==> config.mk <==
export PLATFORM = sky130hd
export DESIGN_NAME = module_pc_mem_interface
export DESIGN_NICKNAME = d
export VERILOG_FILES = /design/src/rtl/module_pc_mem_interface_pkg.sv /design/src/rtl/module_pc_mem_interface_timeout.sv /design/src/rtl/module_pc_mem_interface.sv
export SDC_FILE = /design/constraint.sdc
export NUM_CORES = 1
export LEC_CHECK = 0
export CORE_MARGIN = 2
export CORE_UTILIZATION = 50
export CTS_BUF_LIST = sky130_fd_sc_hd__clkbuf_16
export DETAILED_ROUTE_END_ITERATION = 8
export HOLD_SLACK_MARGIN = 0.02
export PLACE_DENSITY = 0.95
export SLEW_MARGIN = 20
export SYNTH_ARGS = -nofsm -noshare
export SYNTH_HDL_FRONTEND = slang
export SYNTH_HIERARCHICAL = 1
export SYNTH_SLANG_ARGS = --single-unit
==> constraint.sdc <==
create_clock -name clk_i -period 3.4 [get_ports clk_i]
set_input_delay 0.34 -clock clk_i [delete_from_list [all_inputs] [get_ports clk_i]]
set_output_delay 0.34 -clock clk_i [all_outputs]
set_load 0.02 [all_outputs]
==> src/rtl/module_pc_mem_interface_pkg.sv <==
// Shared types and constants for the multicycle datapath memory interface.
package pkg_multicycle;

  localparam int unsigned DATA_W           = 32;
  localparam logic [31:0] NOP_INSTR        = 32'h0000_0013;
  localparam logic [31:0] DEFAULT_RESET_PC = 32'h0000_0000;

  typedef enum logic [1:0] {
    IDLE = 2'd0,
    WAIT = 2'd1,
    DONE = 2'd2
  } bus_state_e;

  typedef enum logic [1:0] {
    ACC_FETCH = 2'd0,
    ACC_LOAD  = 2'd1,
    ACC_STORE = 2'd2
  } acc_kind_e;

endpackage

==> src/rtl/module_pc_mem_interface_timeout.sv <==
// Wait-cycle counter; tc_o marks the last permitted WAIT cycle before abort.
module module_bus_timeout #(
  parameter int unsigned TIMEOUT = 16
) (
  input  logic clk_i,
  input  logic rst_n_i,
  input  logic clr_i,
  input  logic en_i,
  output logic tc_o
);

  localparam int unsigned CW = $clog2(TIMEOUT + 1);

  logic [CW-1:0] count_q, count_d;

  always_comb begin
    count_d = count_q;
    if (clr_i) begin
      count_d = '0;
    end else if (en_i) begin
      count_d = count_q + CW'(1);
    end
  end

  always_ff @(posedge clk_i or negedge rst_n_i) begin
    if (!rst_n_i) begin
      count_q <= '0;
    end else begin
      count_q <= count_d;
    end
  end

  // Counter starts at 0 in the first WAIT cycle, so TIMEOUT-1 is the last one.
  assign tc_o = (count_q == CW'(TIMEOUT - 1));

endmodule

==> src/rtl/module_pc_mem_interface.sv <==
// PC/OldPC/IR/MDR holder that runs every memory access over a req/ack bus and stalls control meanwhile.
module module_pc_mem_interface
  import pkg_multicycle::*;
#(
  parameter logic [31:0] RESET_PC = DEFAULT_RESET_PC,
  parameter int unsigned TIMEOUT  = 16
) (
  input  logic              clk_i,
  input  logic              rst_n_i,
  input  logic              pcupdate_i,
  input  logic              branch_i,
  input  logic              zero_i,
  input  logic              irwrite_i,
  input  logic              adrsrc_i,
  input  logic              memwrite_i,
  input  logic [DATA_W-1:0] result_i,
  input  logic [DATA_W-1:0] wd_i,
  input  logic [DATA_W-1:0] mem_rdata_i,
  input  logic              mem_ack_i,
  output logic              mem_req_o,
  output logic              mem_we_o,
  output logic [DATA_W-1:0] mem_addr_o,
  output logic [DATA_W-1:0] mem_wdata_o,
  output logic [DATA_W-1:0] pc_o,
  output logic [DATA_W-1:0] oldpc_o,
  output logic [DATA_W-1:0] instr_o,
  output logic [DATA_W-1:0] data_o,
  output logic              stall_o,
  output logic              err_o
);

  bus_state_e        state_q, state_d;
  acc_kind_e         kind_q, kind_d;
  logic [DATA_W-1:0] addr_q, addr_d;
  logic              we_q, we_d;
  logic [DATA_W-1:0] wdata_q, wdata_d;
  logic [DATA_W-1:0] buf_q, buf_d;
  logic [DATA_W-1:0] pc_q, pc_d;
  logic [DATA_W-1:0] oldpc_q, oldpc_d;
  logic [DATA_W-1:0] instr_q, instr_d;
  logic [DATA_W-1:0] data_q, data_d;
  logic              err_q, err_d;

  logic acc, stall, req, cnt_clr, cnt_en, cnt_tc, pc_we;

  module_bus_timeout #(
    .TIMEOUT(TIMEOUT)
  ) u_timeout (
    .clk_i  (clk_i),
    .rst_n_i(rst_n_i),
    .clr_i  (cnt_clr),
    .en_i   (cnt_en),
    .tc_o   (cnt_tc)
  );

  assign acc = irwrite_i | memwrite_i | adrsrc_i;

  always_comb begin
    state_d = state_q;
    kind_d  = kind_q;
    addr_d  = addr_q;
    we_d    = we_q;
    wdata_d = wdata_q;
    buf_d   = buf_q;
    oldpc_d = oldpc_q;
    instr_d = instr_q;
    data_d  = data_q;
    err_d   = err_q;
    stall   = 1'b0;
    req     = 1'b0;
    cnt_clr = 1'b0;
    cnt_en  = 1'b0;
    unique case (state_q)
      IDLE: begin
        stall = acc;
        if (acc) begin
          addr_d  = adrsrc_i ? result_i : pc_q;
          we_d    = memwrite_i;
          wdata_d = wd_i;
          kind_d  = irwrite_i ? ACC_FETCH : (memwrite_i ? ACC_STORE : ACC_LOAD);
          cnt_clr = 1'b1;
          state_d = WAIT;
        end
      end
      WAIT: begin
        req    = 1'b1;
        stall  = 1'b1;
        cnt_en = 1'b1;
        // Ack has priority over a coincident timeout and leaves err untouched.
        if (mem_ack_i) begin
          buf_d   = mem_rdata_i;
          state_d = DONE;
        end else if (cnt_tc) begin
          err_d   = 1'b1;
          buf_d   = NOP_INSTR;
          state_d = DONE;
        end
      end
      DONE: begin
        state_d = IDLE;
        case (kind_q)
          ACC_FETCH: begin
            instr_d = buf_q;
            oldpc_d = pc_q;
          end
          ACC_LOAD: data_d = buf_q;
          default: ;
        endcase
      end
      default: state_d = IDLE;
    endcase
  end

  // Fetch PC update is deferred by the stall until DONE, landing with the IR.
  assign pc_we = (pcupdate_i | (branch_i & zero_i)) & ~stall;
  assign pc_d  = pc_we ? result_i : pc_q;

  always_ff @(posedge clk_i or negedge rst_n_i) begin
    if (!rst_n_i) begin
      state_q <= IDLE;
      kind_q  <= ACC_LOAD;
      addr_q  <= '0;
      we_q    <= 1'b0;
      wdata_q <= '0;
      buf_q   <= '0;
      pc_q    <= RESET_PC;
      oldpc_q <= '0;
      instr_q <= '0;
      data_q  <= '0;
      err_q   <= 1'b0;
    end else begin
      state_q <= state_d;
      kind_q  <= kind_d;
      addr_q  <= addr_d;
      we_q    <= we_d;
      wdata_q <= wdata_d;
      buf_q   <= buf_d;
      pc_q    <= pc_d;
      oldpc_q <= oldpc_d;
      instr_q <= instr_d;
      data_q  <= data_d;
      err_q   <= err_d;
    end
  end

  assign mem_req_o   = req;
  assign mem_we_o    = we_q;
  assign mem_addr_o  = addr_q;
  assign mem_wdata_o = wdata_q;
  assign pc_o        = pc_q;
  assign oldpc_o     = oldpc_q;
  assign instr_o     = instr_q;
  assign data_o      = data_q;
  // The IDLE-cycle stall is combinational on the strobes, so mask it during reset.
  assign stall_o     = stall & rst_n_i;
  assign err_o       = err_q;

endmodule
==> flow_metrics.tcl, run 1 <==
set metrics [dict create \
    status "finished clean" \
    max_slew_margin_pct 42.99 \
    worstRegToRegCells 5 \
    hpwl_um 16170 \
    syn_nets 671 \
    p_per_area_mw_per_mm2 1012 \
    synth_ff_type "dfrtp_1" \
    r2r_slack_ps 1310 \
    vias_per_cell 5.269 \
    synth_seq_cells 235 \
    drtAntennaViolNets 0 \
    worstMarginPinSlew_ps 855.1 \
    io_pins 301 \
    min_period_over_period_pct 76.64 \
    power.internal_mw 8.798 \
    p_sw_mw 4.718 \
    hold_buffers 1 \
    dieWidth_um 141.1 \
    p_clk_share_pct 18.3 \
    yosysSeqAreaShare_pct 62.58 \
    synth.avg_cell_area_um2 16.66 \
    cts_setup_buffers 0 \
    die_h_um 141.1 \
    drc_errors 0 \
    ctsResizeCount 0 \
    drv_slew 0 \
    clockBufferDepth 3 \
    finalNetCount 981 \
    synthTopCellsByCount "dfrtp_1, mux2_2, mux2_4" \
    crit_path_start_kind "flop" \
    path_clk_slew_ps 70 \
    hold_violations 0 \
    core_area_mm2 0.01858 \
    r2r_start "state_q[0]$_DFFE_PN0P_" \
    critPathArrivalTime_ps 2270 \
    grt_pass1_vias 6697 \
    num_antenna_cells 0 \
    dpl.cell_count 1080 \
    synth.most_common_cell "dfrtp_1" \
    fillCellCount 1181 \
    grt_start_max_net_pins 124 \
    grt_usage_pct 23.64 \
    initial_core_util_pct 50.59 \
    drtPass1Iterations 4 \
    netlist_area_mm2 0.009399 \
    peakVddDrop_mv 0.6322 \
    postPlaceCellArea_mm2 0.01261 \
    swShare_pct 34.90 \
    p_comb_share_pct 44.8 \
    wl_per_cell_um 21.10 \
    antenna_found_initial 0 \
    cts_buffers 25 \
    cts_tree "built" \
    synth_cell_types 37 \
    holdCritPathClass "primary input to async pin" \
    power.leakage_nw 5.800 \
    drtIter0Drc 223 \
    port_buffers 300 \
    netlist_top_cells_area "dfrtp_1, mux2_2, mux2_4" \
    cts_sinks 235 \
    routed_wl_um 23760 \
    hold_ws_ps 320.5 \
    fin_util_pct 71.89 \
    grt_pass1_wl_um 37190 \
    maxCapViolCount 0 \
    clock_latency_ps 510 \
    yosysTopAreaCellShare_pct 62.30 \
    finClkSkew_ps 9.749 \
    timing.fmax_ghz 0.3838 \
    h-tree-depth 1 \
    finalNonFillerCells 1126 \
    end_kind "output pin" \
    vias 5933 \
    crit_type "flop to output pin" \
    yosysWarnings 6 \
    finalInstanceArea_mm2 0.01336 \
    synthToLayoutAreaGrowth_pct 42.12 \
    gp_congestion 0.7692 \
    synthCells 564 \
    setup_viol 0 \
    critPathLaunch "state_q[1]$_DFFE_PN0P_" \
    yosysTopAreaCell "dfrtp_1" \
    reg2reg_to "u_timeout/count_q[3]$_DFFE_PN0P_" \
    rsz0062_at_grt "false" \
    cp.required_ps 3060 \
    grt-ovfl-total 0 \
    drive_gt1_share_pct 31.61 \
    clockRootBuffer "clkbuf_16" \
    finalCriticalPeriod_ps 2606 \
    tns_ps 0 \
    synth-edff-count 0 \
    pwr-share-seq_pct 36.9 \
    die_area_mm2 0.01991 \
    num_rows 50 \
    timing.critical_path.fanout_max 12 \
    async_flop_share_pct 100.0 \
]
==> worst max-delay path, stage by stage (launching register included) <==
cell             delay (ps)
dfrtp_1                 490
and2b_1                 530
clkdlybuf4s50_1         740
==> cells in the final DEF, fill, tap and decap left out, types with 2 or more instances in the layout <==
cell	netlist	layout
a21o_1	2	2
clkinv_2	0	3
clkbuf_16	0	25
ha_1	2	2
mux2_2	183	183
mux2_4	40	40
clkinv_1	0	9
and2b_1	2	2
mux2_1	4	4
inv_1	2	7
clkdlybuf4s50_1	0	298
buf_12	5	3
nor2_1	6	6
a22o_1	29	29
dfrtp_1	234	234
and2_1	3	3
buf_4	12	11
o22a_1	3	3
==> routing by layer <==
metal  GRT usage [%]  wire length (µm)
met1           28.94              9392
met2           40.96             11850
met3           7.439              1986
met4           5.842               538
met5               0                 0
==> worst max path at each step <==
| stage | to | cells past startpoint | slack [ps] |
|---|---|---|---|
| finish | mem_req_o | 2 | 790 |
| global route | mem_req_o | 2 | 670 |
| CTS | mem_req_o | 2 | 770 |
| detailed placement | u_timeout/count_q[3]$_DFFE_PN0P_ | 7 | 900 |
| global placement | u_timeout/count_q[3]$_DFFE_PN0P_ | 7 | 970 |
| floorplan | u_timeout/count_q[3]$_DFFE_PN0P_ | 8 | 1660 |
==> registers in the layout, summed over array words and instances, names as in the netlist <==
signal / cells
buf_q: 32
err_o: 1
state_q: 2
instr_o: 32
kind_q: 2
mem_wdata_o: 32
mem_we_o: 1
mem_addr_o: 32
data_o: 32
oldpc_o: 32
u_timeout/count_q: 5
pc_o: 32
==> power by group through the flow <==
stage               logic (mW)  clock network [mW]  registers, mW
global placement          5.91                   0           4.89
detailed placement        6.06                   0           5.00
finish                    6.05                2.48           4.98
CTS                       6.10                2.52           5.00
floorplan                 1.81                   0           6.20
global route              6.34                2.65           5.15
==> cell families after synthesis <==
logic type | after synthesis | synth area share (%)
flip-flops | 235 | 62.58
multiplexers | 228 | 28.90
AO/OA/AOI/OAI | 41 | 3.634
buffers and inverters | 36 | 3.009
AND/OR/NAND/NOR | 21 | 1.517
adder cells (fa/ha/maj) | 2 | 0.2662
XOR/XNOR | 1 | 0.09320
==> area by class of cell <==
| type | count | area, µm² | share of cell area [%] |
|---|---|---|---|
| inverter | 4 | 17.52 | 0.1311 |
| tap | 234 | 292.8 | 2.192 |
| clock inverter | 20 | 113.9 | 0.8524 |
| clock buffer | 25 | 625.6 | 4.683 |
| multi-input combinational | 293 | 3271 | 24.48 |
| sequential | 235 | 5882 | 44.03 |
| timing repair buffer | 315 | 3156 | 23.62 |
==> per-stage QoR <==
| step | setup slack (ps) | power, mW |
|---|---|---|
| after floorplan | 1656 | 8.012 |
| after global placement | 968.6 | 10.81 |
| after detailed placement | 900.4 | 11.06 |
| after CTS | 770.1 | 13.62 |
| after global routing | 671.2 | 14.14 |
| final | 794.3 | 13.52 |
Note: power is estimated with default switching activity, not from simulation.
==> run 2: changes to the inputs <==
--- a/config.mk
+++ b/config.mk
@@ -6,11 +6,11 @@
 export NUM_CORES = 1
 export LEC_CHECK = 0
 export CORE_MARGIN = 2
-export CORE_UTILIZATION = 50
+export CORE_UTILIZATION = 46
 export CTS_BUF_LIST = sky130_fd_sc_hd__clkbuf_16
 export DETAILED_ROUTE_END_ITERATION = 8
 export HOLD_SLACK_MARGIN = 0.02
-export PLACE_DENSITY = 0.95
+export PLACE_DENSITY = 0.89
 export SLEW_MARGIN = 20
 export SYNTH_ARGS = -nofsm -noshare
 export SYNTH_HDL_FRONTEND = slang
==> constraint.sdc (replaced) <==
create_clock -name clk_i -period 2.4 [get_ports clk_i]
set_input_delay 0.24 -clock clk_i [delete_from_list [all_inputs] [get_ports clk_i]]
set_output_delay 0.24 -clock clk_i [all_outputs]
set_load 0.02 [all_outputs]
==> run 2 against run 1 <==
  * Sequential power is 41% higher
  * Combinational power is 42% higher
  * Cell area is 1.6% higher
  * Non-clock buffer count is 2 higher
  * Hold slack worse by 150 ps
  * Core utilization is 4.6 points lower
  * First-iteration DRC count is 39% lower
  * Via count is 0.46% higher
==> flow_metrics.tcl, run 2 (synthesis gave the netlist of run 1 again) <==
set metrics [dict create \
    end_kind "output pin" \
    routed_wl_um 22940 \
    finalCriticalPeriod_ps 2254 \
    critPathArrivalTime_ps 2010 \
    die_h_um 146.9 \
    finalNonFillerCells 1166 \
    timing.fmax_ghz 0.4437 \
    num_antenna_cells 0 \
    mostFrequentLayoutCell "clkdlybuf4s50_1" \
    grt_pass1_vias 6524 \
    finClkSkew_ps 16.44 \
    p_per_area_mw_per_mm2 1422 \
    drc_errors 0 \
    hpwl_um 15650 \
    num_rows 52 \
    preCtsSetupSlack_ps 162.0 \
    power.leakage_nw 5.873 \
    io_pins 301 \
    drtPass1Iterations 4 \
    gp_congestion 0.7755 \
    worstMarginPinSlew_ps 826.1 \
    peakVddDrop_mv 0.7831 \
    min_period_over_period_pct 93.90 \
    clockBufferDepth 3 \
    port_buffers 300 \
    die_area_mm2 0.02159 \
    drtIter0Drc 136 \
    critPathLaunch "state_q[0]$_DFFE_PN0P_" \
    h-tree-depth 1 \
    path_clk_slew_ps 60 \
    status "finished clean" \
    max_slew_margin_pct 44.93 \
    wl_per_cell_um 19.67 \
    reg2reg_to "mem_wdata_o[28]$_DFFE_PN0P_" \
    grt_pass1_wl_um 36310 \
    r2r_slack_ps 480 \
    postPlaceCellArea_mm2 0.01274 \
    worst_slack_ps 146.4 \
    cts_buffers 26 \
    r2r_start "state_q[0]$_DFFE_PN0P_" \
    cts_sinks 235 \
    drive_gt1_share_pct 32.03 \
    rsz0062_at_grt "false" \
    clockRootBuffer "clkbuf_16" \
    grt_usage_pct 21.02 \
    fin_util_pct 67.26 \
    cp.required_ps 2160 \
    vias 5960 \
    grt_start_max_net_pins 151 \
    hold_violations 0 \
    vias_per_cell 5.111 \
    antenna_found_initial 0 \
    final_cell_mix "clkdlybuf4s50_1, dfrtp_1, mux2_2, mux2_4, a22o_1" \
    finalInstanceArea_mm2 0.01357 \
    initial_core_util_pct 46.60 \
    crit_path_start_kind "flop" \
    finalNetCount 984 \
    setup_viol 0 \
    worstRegToRegCells 4 \
    core_area_mm2 0.02017 \
    dieWidth_um 146.9 \
    dpl.cell_count 1118 \
    hold_ws_ps 169.6 \
    timing.critical_path.fanout_max 7 \
    synthToLayoutAreaGrowth_pct 44.34 \
    maxCapViolCount 0 \
    p_total_mw 19.30 \
    clock_latency_ps 530 \
    grt-ovfl-total 0 \
    drv_slew 0 \
    drtAntennaViolNets 0 \
    tns_ps 0 \
    holdCritPathClass "primary input to async pin" \
    cts_tree "built" \
    crit_type "flop to output pin" \
]
run 2: what timing repair did:
action | 4_1_cts | 5_1_grt
gates cloned | 0 | 0
buffers inserted | 0 | 0
setup endpoints to repair | 1 | 1
gates resized for setup | 1 | 1
hold buffers | 1 | 0
endpoints found under the hold margin | 26 | 0
run 2: worst max-delay path, cell delays in order, from the launching register on:
cell and delay (ps):
dfrtp_2 480, nor4_4 230, nor2_1 90, and2_1 160
clkdlybuf4s50_1 530
run 2: how the worst max path moves through the flow:
stage | slack (ps) | endpoint | cells past startpoint
after detailed placement | 160 | mem_wdata_o[29]$_DFFE_PN0P_ | 6
after global placement | 200 | mem_wdata_o[4]$_DFFE_PN0P_ | 6
after global routing | 50 | stall_o | 4
after CTS | 70 | stall_o | 4
after floorplan | 670 | u_timeout/count_q[3]$_DFFE_PN0P_ | 6
final | 150 | stall_o | 4
run 2: layout make-up:
class | count | area, µm²
Clock buffer | 26 | 650.6
Clock inverter | 21 | 152.6
Fill cell | 1349 | 6603
Inverter | 4 | 17.52
Multi-Input combinational cell | 293 | 3279
Sequential cell | 235 | 5883
Tap cell | 270 | 337.8
Timing Repair Buffer | 317 | 3246
run 2: where the power goes:
| part | leakage, nW | internal (mW) | total [mW] | switching, mW |
|---|---|---|---|---|
| Sequential | 2.85 | 5.81 | 7.02 | 1.21 |
| Clock | 0.420 | 2.17 | 3.71 | 1.53 |
| Combinational | 2.60 | 4.72 | 8.57 | 3.85 |
| Total | 5.87 | 12.7 | 19.3 | 6.60 |
run 2: metal layers:
metal / track usage (%) / part of all wire, % / vias up
li1: - / - / 2669
met3: 6.615 / 7.5 / 43
met1: 25.73 / 40 / 3025
met2: 36.17 / 50 / 223
met4: 5.817 / 2.9 / 0
met5: 0 / 0 / -
